[src/rtl/segment_scanner.sv]
// Time-multiplexed common-anode 7-segment scanner with per-frame snapshot and inter-digit blanking.
// Optional PWM dimming is enabled by defining SEGMENT_SCANNER_DIM_EN (adds brightness_i).
module segment_scanner #(
  parameter int unsigned NumDigits   = 8,
  parameter int unsigned DigitCycles = 100000,
  parameter int unsigned BlankCycles = 16
) (
  input  logic                   clk_i,
  input  logic                   rst_ni,
  input  logic [8*NumDigits-1:0] display_segments_i,
`ifdef SEGMENT_SCANNER_DIM_EN
  input  logic [3:0]             brightness_i,
`endif
  output logic [NumDigits-1:0]   anodes_o,
  output logic [7:0]             segments_o,
  output logic                   frame_o
);

  localparam int unsigned PhaseW = (DigitCycles > 1) ? $clog2(DigitCycles) : 1;
  localparam int unsigned DigitW = (NumDigits > 1) ? $clog2(NumDigits) : 1;
  localparam logic [PhaseW-1:0] PhaseLast = PhaseW'(DigitCycles - 1);
  localparam logic [DigitW-1:0] DigitLast = DigitW'(NumDigits - 1);
  localparam logic [PhaseW-1:0] BlankEnd  = PhaseW'(BlankCycles);

  logic [PhaseW-1:0]         phase_q;
  logic [DigitW-1:0]         digit_q;
  logic [NumDigits-1:0][7:0] snap_q;
  logic                      frame_start;
  logic                      lit;
  logic [NumDigits-1:0]      anodes_d;
  logic [7:0]                segments_d;

  assign frame_start = (phase_q == '0) && (digit_q == '0);

  // Free-running slot phase and digit index
  always_ff @(posedge clk_i or negedge rst_ni) begin
    if (!rst_ni) begin
      phase_q <= '0;
      digit_q <= '0;
    end else if (phase_q == PhaseLast) begin
      phase_q <= '0;
      digit_q <= (digit_q == DigitLast) ? '0 : digit_q + DigitW'(1);
    end else begin
      phase_q <= phase_q + PhaseW'(1);
    end
  end

  always_ff @(posedge clk_i or negedge rst_ni) begin
    if (!rst_ni) begin
      snap_q <= '0;
    end else if (frame_start) begin
      snap_q <= display_segments_i;
    end
  end

`ifdef SEGMENT_SCANNER_DIM_EN
  logic [3:0] bright_q;
  logic [3:0] pwm;

  always_ff @(posedge clk_i or negedge rst_ni) begin
    if (!rst_ni) begin
      bright_q <= 4'hF;
    end else if (frame_start) begin
      bright_q <= brightness_i;
    end
  end

  // Only meaningful during DRIVE, where phase_q >= BlankCycles
  assign pwm = 4'(phase_q - BlankEnd);
  assign lit = (bright_q == 4'hF) || (pwm < bright_q);
`else
  assign lit = 1'b1;
`endif

  always_comb begin
    anodes_d   = '1;
    segments_d = 8'hFF;
    if ((phase_q >= BlankEnd) && lit) begin
      anodes_d   = ~(NumDigits'(1) << digit_q);
      segments_d = ~snap_q[digit_q];
    end
  end

  always_ff @(posedge clk_i or negedge rst_ni) begin
    if (!rst_ni) begin
      anodes_o   <= '1;
      segments_o <= 8'hFF;
      frame_o    <= 1'b0;
    end else begin
      anodes_o   <= anodes_d;
      segments_o <= segments_d;
      frame_o    <= frame_start;
    end
  end

endmodule

[config.mk]
export PLATFORM = sky130hd
export DESIGN_NAME = segment_scanner
export DESIGN_NICKNAME = d
export VERILOG_FILES = /design/src/rtl/segment_scanner.sv
export SDC_FILE = /design/constraint.sdc
export NUM_CORES = 1
export LEC_CHECK = 0
export ABC_AREA = 1
export CAP_MARGIN = 30
export CORE_MARGIN = 3
export CORE_UTILIZATION = 40
export CTS_BUF_LIST = sky130_fd_sc_hd__clkbuf_4 sky130_fd_sc_hd__clkbuf_8
export DETAILED_ROUTE_END_ITERATION = 8
export DONT_BUFFER_PORTS = 1
export PLACE_DENSITY_LB_ADDON = 0.12
export SETUP_SLACK_MARGIN = 0.3
export SLEW_MARGIN = 30
export SYNTH_ARGS = -nofsm -noshare
export SYNTH_HDL_FRONTEND = slang
export SYNTH_SLANG_ARGS = --single-unit
[constraint.sdc]
create_clock -name clk_i -period 1.9 [get_ports clk_i]
set_clock_uncertainty 0.15 [all_clocks]
set_input_delay 0.475 -clock clk_i [delete_from_list [all_inputs] [get_ports clk_i]]
set_output_delay 0.475 -clock clk_i [all_outputs]
set_load 0.01 [all_outputs]
# After elaboration in Yosys (flattened, before gate mapping)
# Cells that the tools add are included.
# classes
n_eq_ne	2
n_reduce_logical	3
n_addsub	2
muxes	6
order_cmp	2
bitwise_logic	2
n_shift	1
# op_table
cell	n
$bmux 8 s3	1
$mux 8	3
$add 17x1->17 const B	1
$eq 17x17->1 const B	1
$ge 17x5->1 const B	1
$logic_not 17->1	1
$mux 17	1
$not 8->8	2
$shl 1x3->8 const A	1
$lt 3x4->1 const B	1
$add 3x1->3 const B	1
$eq 3x3->1 const B	1
$logic_not 3->1	1
$mux 3	1
$logic_and 1x1->1	1
# totals
inputBits	66
out_inout_bits	17
regBits	101

# Depth between registers and ports, before layout
# logic_depth
depth_word	4
ltp_mapped	11

# Worst setup path after synthesis
# Ideal clock, no wire load.
# synth_timing
path_type	reg-to-reg
from	register digit_q[0]
to	register snap_q[15] (netlist bit)
t_arrival_ns	1.842
stages_incl_launch_ff	12
n_path_buf	4
setup_ns	0.066
setup_slack_ns	-0.158
required_ns	1.684
cell_sequence	dfrtp_1 buf_2 inv_1 clkbuf_1 ha_1 nand2_1 nor2_2 nor2b_1 buf_4 buf_6 nand3_1 nand2_1
# synth_via
elab_chain_cells	2
# synth_rtl
item	line_no	text
start: declaration	26	logic [DigitW-1:0] digit_q;
start signal: assignment	42	digit_q <= (digit_q == DigitLast) ? '0 : digit_q + DigitW'(1);
$logic_not 3->1	33	assign frame_start = (phase_q == '0) && (digit_q == '0);
$logic_and 1x1->1	33	
end signal: assignment	52	snap_q <= display_segments_i;
end: declaration	27	logic [NumDigits-1:0][7:0] snap_q;
# No other way between the ends.
# A chain may end at the register's enable or synchronous reset.

# Worst setup path in the final report
# layout_timing
from	register phase_q[1]
to	register phase_q[12]
# layout_via
elab_chain_cells	2
elab_cells_between_ends	3
# layout_rtl
item	line_no	text
start: declaration	25	logic [PhaseW-1:0] phase_q;
start signal: assignment	44	phase_q <= phase_q + PhaseW'(1);
$add 17x1->17 or $eq 17x17->1 (tied branches)	44, 40	
$mux 17 *	40	end else if (phase_q == PhaseLast) begin
# Mark *: on every way between the ends. The rest lies on a longest branch, timed or not.

==> metrics.txt <==
worst reg2reg setup slack=0.21 ns; Area after DPL=0.00518 sq mm; Yosys reg bits=101; maximum clock path buffer count=2; Setup WS pre-CTS=0.132 ns; fin cells=826; fillcell total=1143; die height=118 um; final worst path period need=1.69 ns; reg2reg start=phase_q[1]; r2r endpoint=phase_q[12]; DR pass1 iterations=5; Via density=5.10; syn_area_per_cell=8.19 sq um; ANT cells=0; Post-Syn Area=0.00502 sq mm; Top delay family on crit path=flip-flops; PortBufs=0; unrepaired setup endpoints after global routing=true; failing checks=negative hold slack; Skew-Pair Late Insertion Delay=0.39 ns; GPL Wtd Cong=0.856; DIE AREA=0.0139 sq mm; Clock Root Buffer=clkbuf_8; clock sink count=101; Tcrit/Tclk final=0.889; measured slew at the worst slew-check pin=0.334 ns; Worst Path Required=2.03 ns; worst-path fanout max=6; Die W=118 um; CTS tree=yes; cell leakage power=2.95 nW; final instance area=0.00631 sq mm; Layout Nets=727; Final ANT Viol Nets=0; WL final=14.9 mm; area grow syn2layout=25.6%; crit-path most repeated cell=buf_4; TNS Setup=0 ns; GRT overflow=0; post-layout util=0.519; drt initial violations=333; CP cell instances=buf_4 -> ha_2 -> nand2_4 -> nor2_4 -> buf_4 -> nand3_1 -> xor2_1 -> inv_1; Vias=4214; crit-path max cell delay=0.39 ns; Crit-path slowest cell=dfrtp_1; post-synth cell types=24; Residual DRC=0; outcome=finished, violations left; Crit. End Element=flip-flop; final hold slack=-0.380 ns; worst path bufs/invs=3; most frequent cells in the layout=nand2_1, nor2_1, nand3_1, dfrtp_1, nand2_2; Sw Ratio=0.241; global-route wire length before repair=22.6 mm; HP Class=input port to async pin; commonest non-fill, non-tap cell in the layout=nand2_1; initial antenna violation count=0; vias in the first global route=4140; P per Cell Area=611 mW/mm^2; Crit Path Class=flip-flop to flip-flop; proportion of power drawn by combinational gates=0.030; Clk pwr share=0.376; endpoints failing hold=101; largest net degree at the start of global routing=102; share of cells above drive strength 1=0.318; Fmax=592 MHz; Syn Inst Count=613; H-tree depth=3; Internal Power=2.93 mW; Reg power frac=0.594; WL/cell=18.0 um; Startpoint Class=flip-flop; Seq/Total Area, Yosys=0.507; relative slew slack=0.777; Max IR drop VDD=0.356 mV; Max-Cap Viols=0; placed insts=762; R2R depth=8; multi-input logic area=0.00240 sq mm; Data arrival, critical path=1.82 ns; Sequential Area=0.00256 sq mm; Final WS setup=0.210 ns; core box area=0.0122 sq mm; row cnt=40; Ys Warns=0; GRT Total Usage=0.206; # IOs=83; Switch Pwr=0.930 mW; Synth Net Count=687; Clock transition at path regs=0.11 ns; Starting Density=0.413; Setup Viol. Count Final=0; CTS buffer count=9; dpl hpwl=8.33 mm; Final Slew Violations=0; total power=3.86 mW
state kept, by name (all words and copies together), names as in the netlist:
name / cells
digit_q: 3
snap_q: 64
segments_o: 8
frame_o: 1
anodes_o: 8
phase_q: 17
cell families after synthesis:
| group | after synthesis | share of synthesized area |
|---|---|---|
| and+or+nand+nor | 397 | 0.350 |
| xor gates and xnor gates | 8 | 0.0140 |
| DFF | 101 | 0.507 |
| buffers and inverters | 62 | 0.0725 |
| AOI/OAI and AO/OA | 37 | 0.0369 |
| adders and majority gates | 8 | 0.0199 |
routing by layer:
metal	wire length, um	vias up	GRT usage
met5	0	-	0
met2	6940	136	0.311
met1	6890	2030	0.293
met3	864	13	0.0408
met4	206	0	0.0755
li1	-	2035	-
Yosys cell counts:
cell        n  share of area
buf_2       6         0.0060
clkbuf_1    7         0.0052
ha_1        8          0.020
xor2_1      7          0.012
inv_1      26          0.019
nand3_2     1         0.0020
nand2_1   137           0.10
buf_4       9          0.013
xnor2_1     1         0.0017
dfrtp_1    85           0.42
nor2_1    108          0.081
nor2_2      2         0.0025
nand3b_1    1         0.0015
inv_2       1        0.00075
buf_6      12          0.027
nor2_4      2         0.0045
nor2b_1     1         0.0012
clkinv_1    1        0.00075
nand2_2    38          0.047
dfstp_2    16          0.084
a21oi_1     1         0.0010
nand3_1   104           0.10
nand4_1     3         0.0037
o21ai_0    36          0.036
worst register-to-register path, stage by stage, from the launching register on:
cell,delay [ns]
dfrtp_1,0.39
buf_4,0.13
ha_2,0.19
nand2_4,0.07
nor2_4,0.19
buf_4,0.15
nand3_1,0.10
xor2_1,0.17
inv_1,0.05
cell type report:
class                   count  share of cell area
clock buffers              10              0.0208
clock inverters             6              0.0113
inverters                  28              0.0179
multi-input cells         450               0.381
flip-flops and latches    101               0.406
well taps                 168              0.0333
repair buffers             63               0.130
worst max-delay path by stage:
stage,to,start,cells past startpoint
floorplan,snap_q[15],digit_q[1],11
global placement,snap_q[25],phase_q[0],8
detailed placement,snap_q[25],phase_q[0],8
CTS,snap_q[35],phase_q[0],9
global route,snap_q[1],digit_q[1],9
finish,phase_q[12],phase_q[1],8
timing repair:
item	CTS	global route
resized for setup	19	76
cloned	6	7
hold endpoints to repair	101	101
pin swaps	3	34
endpoints found under the setup margin	76	109
setup buffers	17	18
power groups by stage:
stage / registers [mW] / clock network (mW) / logic [mW]
floorplan: 2.32 / 0 / 0.0953
finish: 2.29 / 1.45 / 0.117
global placement: 2.33 / 0 / 0.112
CTS: 2.29 / 1.48 / 0.117
detailed placement: 2.33 / 0 / 0.116
global route: 2.30 / 1.60 / 0.139
Power figures use the tool's default switching activity.
